===== src/rtl/phys_reg_free_list.sv =====
// Circular free list of physical register tags: hands out rename tags, reclaims them at retire, restores head on revert.
// Optional feature macro FREE_LIST_ENQ_BYPASS_EN: a legal enqueue into an empty list is visible to dequeue in the same cycle.
module phys_reg_free_list #(
    parameter int unsigned NUM_PHYS_REGS = 64,
    parameter int unsigned NUM_ARCH_REGS = 32,
    parameter int unsigned DEPTH         = NUM_PHYS_REGS - NUM_ARCH_REGS
) (
    input  logic                             CLK,
    input  logic                             nRST,
    output logic                             DUT_error,
    output logic                             dequeue_valid,
    output logic [$clog2(NUM_PHYS_REGS)-1:0] dequeue_phys_reg_tag,
    input  logic                             dequeue_ready,
    input  logic                             enqueue_valid,
    input  logic [$clog2(NUM_PHYS_REGS)-1:0] enqueue_phys_reg_tag,
    output logic [$clog2(DEPTH):0]           head_ptr,
    input  logic                             revert_valid,
    input  logic [$clog2(DEPTH):0]           revert_head_ptr
);
    localparam int unsigned TAG_W = $clog2(NUM_PHYS_REGS);
    localparam int unsigned IDX_W = $clog2(DEPTH);
    localparam int unsigned PTR_W = IDX_W + 1;

    logic [TAG_W-1:0] entries [DEPTH];
    logic [PTR_W-1:0] head;
    logic [PTR_W-1:0] tail;
    logic [PTR_W-1:0] head_nxt;
    logic [PTR_W-1:0] tail_nxt;
    logic             error_nxt;
    logic             empty;
    logic             full;
    logic             tag_legal;
    logic             bypass;
    logic             deq_fire;
    logic             enq_fire;

    // Occupancy, handshake and next-state decode; fullness always judged on current state.
    always_comb begin
        empty                = 1'b0;
        full                 = 1'b0;
        tag_legal            = 1'b0;
        bypass               = 1'b0;
        dequeue_valid        = 1'b0;
        dequeue_phys_reg_tag = '0;
        head_ptr             = head;
        deq_fire             = 1'b0;
        enq_fire             = 1'b0;
        head_nxt             = head;
        tail_nxt             = tail;
        error_nxt            = 1'b0;

        empty     = (head == tail);
        full      = (head[IDX_W-1:0] == tail[IDX_W-1:0]) && (head[IDX_W] != tail[IDX_W]);
        tag_legal = enqueue_valid && (enqueue_phys_reg_tag != '0);
`ifdef FREE_LIST_ENQ_BYPASS_EN
        bypass    = empty && tag_legal && !revert_valid;
`else
        bypass    = 1'b0;
`endif
        dequeue_valid        = !empty || bypass;
        dequeue_phys_reg_tag = bypass ? enqueue_phys_reg_tag : entries[head[IDX_W-1:0]];

        // A revert discards any same-cycle dequeue without flagging it.
        deq_fire = dequeue_valid && dequeue_ready && !revert_valid;
        enq_fire = tag_legal && !full;

        if (revert_valid) begin
            head_nxt = revert_head_ptr;
        end else if (deq_fire) begin
            head_nxt = head + PTR_W'(1);
        end
        if (enq_fire) begin
            tail_nxt = tail + PTR_W'(1);
        end

        error_nxt = (dequeue_ready && !dequeue_valid && !revert_valid)
                  || (enqueue_valid && (full || (enqueue_phys_reg_tag == '0)));
    end

    // State registers; reset loads the unmapped tags NUM_ARCH_REGS.. so the list starts full.
    always_ff @(posedge CLK or negedge nRST) begin
        if (!nRST) begin
            head      <= '0;
            tail      <= PTR_W'(DEPTH);
            DUT_error <= 1'b0;
            for (int unsigned i = 0; i < DEPTH; i++) begin
                entries[i] <= TAG_W'(NUM_ARCH_REGS + i);
            end
        end else begin
            head      <= head_nxt;
            tail      <= tail_nxt;
            DUT_error <= error_nxt;
            if (enq_fire) begin
                entries[tail[IDX_W-1:0]] <= enqueue_phys_reg_tag;
            end
        end
    end

endmodule


===== config.mk =====
export PLATFORM = sky130hd
export DESIGN_NAME = phys_reg_free_list
export DESIGN_NICKNAME = d
export VERILOG_FILES = /design/src/rtl/phys_reg_free_list.sv
export SDC_FILE = /design/constraint.sdc
export NUM_CORES = 1
export LEC_CHECK = 0
export BUFFER_PORTS_ARGS = -buffer_cell sky130_fd_sc_hd__buf_2
export CORE_MARGIN = 3
export CORE_UTILIZATION = 67
export CTS_CLUSTER_SIZE = 25
export DETAILED_ROUTE_END_ITERATION = 6
export PLACE_DENSITY = 0.93
export SYNTH_ARGS = -nofsm -noshare
export SYNTH_HDL_FRONTEND = slang
export SYNTH_SLANG_ARGS = --single-unit
export TNS_END_PERCENT = 100

===== constraint.sdc =====
create_clock -name CLK -period 6.4 [get_ports CLK]
set_clock_uncertainty 0.1 [all_clocks]
set_input_delay 1.28 -clock CLK [delete_from_list [all_inputs] [get_ports CLK]]
set_output_delay 1.28 -clock CLK [all_outputs]
set_load 0.02 [all_outputs]

==> flow_summary.json, run 1 <==
{
  "grtUsageTotal": 0.274,
  "post-dp-hpwl_mm": 13.9,
  "power.total_w": 0.00504,
  "drcViolationCount": 0,
  "area_growth_pct": 8.77,
  "rrSetupSlack_ps": 2860,
  "setup_viol": 0,
  "cp.arrival_ps": 3240,
  "max_slew_margin": 0.209,
  "worstPathCellList": "mux4_2 -> mux4_2 -> mux2_2 -> buf_2",
  "worst-path-stages": 4,
  "synth_most_common_cell": "mux2_2",
  "syn_nets": 642,
  "cp_top_family": "multiplexers",
  "r2r_cells": 6,
  "status": "finished clean",
  "netlist_area_um2": 10100,
  "drt_pass1_iterations": 4,
  "die_h_um": 128,
  "period_share": 0.722,
  "hold_viol": 0,
  "globalRouteOverflowTotal": 0,
  "dr.max_layer_used": "met4",
  "tritoncts": "done",
  "r2r-start": "head_ptr[1]$_DFFE_PN0P_",
  "cts_setup_buffers": 0,
  "r2r_end": "entries[174]$_DFFE_PN0P_",
  "synth_top_area_cell": "dfstp_2",
  "wl_mm": 21.6,
  "htree_levels": 1,
  "async_flop_share": 1.00,
  "slowest_stage": "dfrtp_4",
  "cts_resized": 0,
  "maxCapViolCount": 0,
  "vias_per_cell": 6.71,
  "max_freq_ghz": 0.216,
  "drt_iter0_markers": 593,
  "tns_ps": 0,
  "final_max_slew_viol_count": 0,
  "drt-met1-wl_mm": 8.23,
  "die_x_um": 128,
  "synth.avg_cell_area_um2": 16.2,
  "cts-buffers-inserted": 21,
  "yosysUniqueCellTypes": 39,
  "clockRootBuffer": "clkbuf_16",
  "grt_max_degree": 104,
  "layout-drive-gt1-share": 0.728,
  "hp-class": "flip-flop to flip-flop",
  "ir_drop_uv": 398,
  "crit_path_frequent_cell": "mux4_2",
  "antenna_found_initial": 0,
  "p_leak_nw": 4.40,
  "synth.area.top_cells": "dfstp_2 30%, dfrtp_1 23%, mux2_2 22%",
  "gp_congestion": 0.896,
  "crit_type": "flip-flop to primary output",
  "period_needed_ps": 4620,
  "synth_commonest_cells": "193 x mux2_2, 113 x dfstp_2, 92 x dfrtp_1, 60 x mux4_2, 25 x clkbuf_1",
  "core_area_um2": 14600,
  "startpoint": "head_ptr[1]$_DFFE_PN0P_",
  "yosysTopAreaCellShare": 0.295,
  "final_net_count": 655,
  "ys.flop_type": "dfstp_2",
  "synthCells": 620,
  "clk_latency_ps": 490,
  "critPathCapture": "dequeue_phys_reg_tag[2]",
  "seq_area_frac_synth": 0.524,
  "cts_buffer_depth": 3,
  "endpoint_kind": "primary output",
  "path_clk_slew_ps": 60,
  "grt_pass1_wl_mm": 34.5,
  "rsz0062_at_grt": "no",
  "synth_edf_count": 0,
  "num_rows": 44,
  "wl_met3_mm": 1.93,
  "ios": 31,
  "cp_max_fo": 53,
  "cpPeakStageDelay_ps": 1120,
  "crit_required_ps": 5020,
  "route.met2.wl_mm": 10.8,
  "p_per_area_nw_per_um2": 461,
  "cts_num_sinks": 205,
  "vias": 5574,
  "finalCoreUtilization": 0.749,
  "worst_pin_slew_ps": 1190,
  "grt_pass1_vias": 6210,
  "start_kind": "flip-flop",
  "io_buffers": 30,
  "hold_buffers": 0,
  "n_antenna_cell": 0,
  "cp_num_buf_inv": 1,
  "die_area_um2": 16500,
  "synth-seq-cells": 205,
  "start_util": 0.689,
  "ant_nets": 0,
  "synth_warnings": 0,
  "wire_per_inst_um": 26.0
}
## where the power goes
group / total, W / internal [W] / switching, W
logic: 0.00143 / 0.000846 / 0.000584
registers: 0.00240 / 0.00202 / 0.000374
clock network: 0.00121 / 0.000736 / 0.000478
total: 0.00504 / 0.00360 / 0.00144
## through the flow
step	setup WS (ps)	instance area, um^2	std cells	hold WS, ps
after floorplan	2930	10100	620	353
after global placement	2290	10200	794	368
after detailed placement	2260	10200	794	379
after CTS	1730	10900	831	390
after global routing	1600	10900	831	394
final	1780	10900	831	390
## how the worst min path moves through the flow
stage                                  start                       end  cells after the start
floorplan           entries[100]$_DFFE_PN0P_  entries[100]$_DFFE_PN0P_                      1
global placement    entries[124]$_DFFE_PN0P_  entries[124]$_DFFE_PN0P_                      1
detailed placement  entries[124]$_DFFE_PN0P_  entries[124]$_DFFE_PN0P_                      1
CTS                 entries[124]$_DFFE_PN0P_  entries[124]$_DFFE_PN0P_                      1
global route        entries[124]$_DFFE_PN0P_  entries[124]$_DFFE_PN0P_                      1
finish              entries[124]$_DFFE_PN0P_  entries[124]$_DFFE_PN0P_                      1
## flip-flops by register name, summed over array words and instances (netlist names)
name       count
head_ptr       6
tail           6
entries      192
DUT_error      1
## placed cells by master, fill, tap and decap left out, drive strengths merged
| cell type | Yosys | routed |
|---|---|---|
| or4 | 1 | 1 |
| o21ai | 4 | 4 |
| a32o | 1 | 1 |
| clkinv | 0 | 2 |
| ha | 5 | 5 |
| nand3b | 2 | 2 |
| mux4 | 60 | 60 |
| nand2b | 1 | 1 |
| o31ai | 1 | 1 |
| or3b | 2 | 2 |
| clkbuf | 25 | 35 |
| buf | 19 | 33 |
| xor2 | 6 | 6 |
| or2 | 2 | 2 |
| nor2 | 4 | 4 |
| and3b | 1 | 1 |
| nand3 | 6 | 6 |
| a21oi | 3 | 3 |
| o31a | 2 | 2 |
| mux2 | 199 | 199 |
| nand2 | 14 | 14 |
| or3 | 1 | 1 |
| dfstp | 113 | 113 |
| and3 | 1 | 1 |
| nand4 | 2 | 2 |
| dfrtp | 92 | 92 |
| bufinv | 0 | 1 |
| inv | 5 | 5 |
| nor4 | 2 | 2 |
| nor3 | 36 | 36 |
| o211ai | 1 | 1 |
| xnor2 | 8 | 8 |
| mux2i | 1 | 1 |
## layout make-up
class	instances	area, um^2
Clock buffer	34	654
Clock inverter	3	40.0
Fill cell	779	3650
Inverter	5	18.8
Multi-Input combinational cell	366	4530
Sequential cell	205	5280
Tap cell	184	230
Timing Repair Buffer	34	189
## logic make-up (layout without fill, tap and decap cells)
| family | count (synthesis) | after routing | synth area share |
|---|---|---|---|
| mux | 260 | 260 | 0.358 |
| flops | 205 | 205 | 0.524 |
| simple gates | 75 | 75 | 0.0646 |
| buf+inv | 49 | 76 | 0.0265 |
| xor+xnor | 14 | 14 | 0.0122 |
| compound gates | 12 | 12 | 0.00772 |
| fa+ha+maj | 5 | 5 | 0.00622 |
## metal layers
metal  track usage  vias up
li1              -     2347
met1         0.372     2945
met2         0.442      228
met3        0.0714       54
met4        0.0880        0
met5             0        -
Power figures use the tool's default switching activity.
==> inputs of run 2 (changes only) <==
--- a/config.mk
+++ b/config.mk
@@ -7,10 +7,10 @@
 export LEC_CHECK = 0
 export BUFFER_PORTS_ARGS = -buffer_cell sky130_fd_sc_hd__buf_2
 export CORE_MARGIN = 3
-export CORE_UTILIZATION = 67
+export CORE_UTILIZATION = 62
 export CTS_CLUSTER_SIZE = 25
 export DETAILED_ROUTE_END_ITERATION = 6
-export PLACE_DENSITY = 0.93
+export PLACE_DENSITY = 0.87
 export SYNTH_ARGS = -nofsm -noshare
 export SYNTH_HDL_FRONTEND = slang
 export SYNTH_SLANG_ARGS = --single-unit
==> constraint.sdc (replaced) <==
create_clock -name CLK -period 4.5 [get_ports CLK]
set_clock_uncertainty 0.1 [all_clocks]
set_input_delay 0.9 -clock CLK [delete_from_list [all_inputs] [get_ports CLK]]
set_output_delay 0.9 -clock CLK [all_outputs]
set_load 0.02 [all_outputs]
==> flow_summary.json, run 2 (synthesis results as in run 1) <==
{
  "status": "finished clean",
  "area_growth_pct": 10.7,
  "num_rows": 45,
  "worst_pin_slew_ps": 925,
  "tritoncts": "done",
  "maxCapViolCount": 0,
  "final_common_cell": "mux2_2",
  "rsz0062_at_grt": "no",
  "largest_reg_flops": 192,
  "ir_drop_uv": 429,
  "start_util": 0.647,
  "path_clk_slew_ps": 60,
  "vias": 5727,
  "largest-register": "entries",
  "clockRootBuffer": "clkbuf_16",
  "gp_congestion": 0.862,
  "cts_setup_buffers": 0,
  "pre_cts_slack_ps": 943,
  "layout-drive-gt1-share": 0.739,
  "period_needed_ps": 4030,
  "die_x_um": 133,
  "start_kind": "flip-flop",
  "htree_levels": 1,
  "core_area_um2": 15500,
  "drcViolationCount": 0,
  "holdWs_ps": 330,
  "p_leak_nw": 4.48,
  "cts-buffers-inserted": 22,
  "r2r_cells": 6,
  "period_share": 0.896,
  "cp.arrival_ps": 3030,
  "grtUsageTotal": 0.261,
  "setup_viol": 0,
  "ant_nets": 0,
  "cp_max_fo": 18,
  "finalCoreUtilization": 0.716,
  "max_slew_margin": 0.383,
  "r2r_end": "entries[190]$_DFFE_PN0P_",
  "p_per_area_nw_per_um2": 661,
  "grt_pass1_vias": 6080,
  "wire_per_inst_um": 25.9,
  "die_area_um2": 17800,
  "final_net_count": 665,
  "cts_buffer_depth": 3,
  "drt_pass1_iterations": 5,
  "grt_pass1_wl_mm": 35.8,
  "wl_mm": 22.5,
  "mostFrequentLayoutCells": "193 x mux2_2, 113 x dfstp_2, 90 x dfrtp_1, 60 x mux4_2, 29 x buf_2",
  "max_freq_ghz": 0.248,
  "cts_resized": 0,
  "n_antenna_cell": 0,
  "hp-class": "primary input to asynchronous set/reset pin",
  "ios": 31,
  "clk_latency_ps": 500,
  "final_max_slew_viol_count": 0,
  "crit_type": "flip-flop to primary output",
  "post-dp-hpwl_mm": 14.8,
  "drt_iter0_markers": 504,
  "die_h_um": 133,
  "rrSetupSlack_ps": 1300,
  "endpoint_kind": "primary output",
  "vias_per_cell": 6.58,
  "cts_num_sinks": 205,
  "crit_required_ps": 3500,
  "io_buffers": 30,
  "r2r-start": "head_ptr[4]$_DFFE_PN0P_",
  "globalRouteOverflowTotal": 0,
  "final_cell_area_um2": 11100,
  "hold_buffers": 0,
  "tns_ps": 0,
  "hold_viol": 0,
  "grt_max_degree": 96,
  "antenna_found_initial": 1,
  "dpl_cell_area_um2": 10400,
  "worst_slack_ps": 469
}
-- run 2: cell count changes in the layout (fill, tap and decap cells not counted), sizes merged --
cell,previous run,this run
clkbuf,35,28
clkinvlp,0,2
clkinv,2,8
inv,5,6
buf,33,42
bufinv,1,2
-- run 2: area by class of cell --
cell class / instances / area, um^2
Timing Repair Buffer: 43 / 282
Fill cell: 967 / 4410
Inverter: 5 / 18.8
Sequential cell: 205 / 5280
Clock inverter: 13 / 128
Tap cell: 211 / 264
Clock buffer: 27 / 632
Multi-Input combinational cell: 366 / 4530
-- run 2: critical path, stage by stage (launching register included) --
cell and delay [ps]:
dfrtp_4 640, buf_4 370, mux4_2 560, mux4_2 490, mux2_2 290, buf_2 160
-- run 2: per-stage QoR --
step / total power, W / instances
after CTS: 0.00739 / 870
after global placement: 0.00531 / 830
after floorplan: 0.00491 / 620
after detailed placement: 0.00549 / 830
after global routing: 0.00769 / 870
final: 0.00736 / 870
-- run 2: how the worst max path moves through the flow --
stage / from / cells past startpoint / endpoint
floorplan: head_ptr[1]$_DFFE_PN0P_ / 5 / dequeue_phys_reg_tag[0]
global placement: head_ptr[1]$_DFFE_PN0P_ / 5 / dequeue_phys_reg_tag[5]
detailed placement: enqueue_phys_reg_tag[4] / 7 / entries[54]$_DFFE_PN0P_
CTS: head_ptr[1]$_DFFE_PN0P_ / 5 / dequeue_phys_reg_tag[5]
global route: head_ptr[1]$_DFFE_PN0P_ / 5 / dequeue_phys_reg_tag[5]
finish: head_ptr[1]$_DFFE_PN0P_ / 5 / dequeue_phys_reg_tag[0]
-- run 2: routing by layer --
layer | wire, um | track usage
met3 | 1390 | 0.0431
met1 | 9320 | 0.374
met2 | 11100 | 0.423
met5 | 17 | 0
met4 | 707 | 0.0743
-- run 2: report_power, final --
| group | internal (W) | leakage [nW] | switching, W |
|---|---|---|---|
| sequential | 0.00288 | 2.35 | 0.000492 |
| combinational | 0.00122 | 1.76 | 0.000904 |
| clock | 0.00112 | 0.376 | 0.000748 |
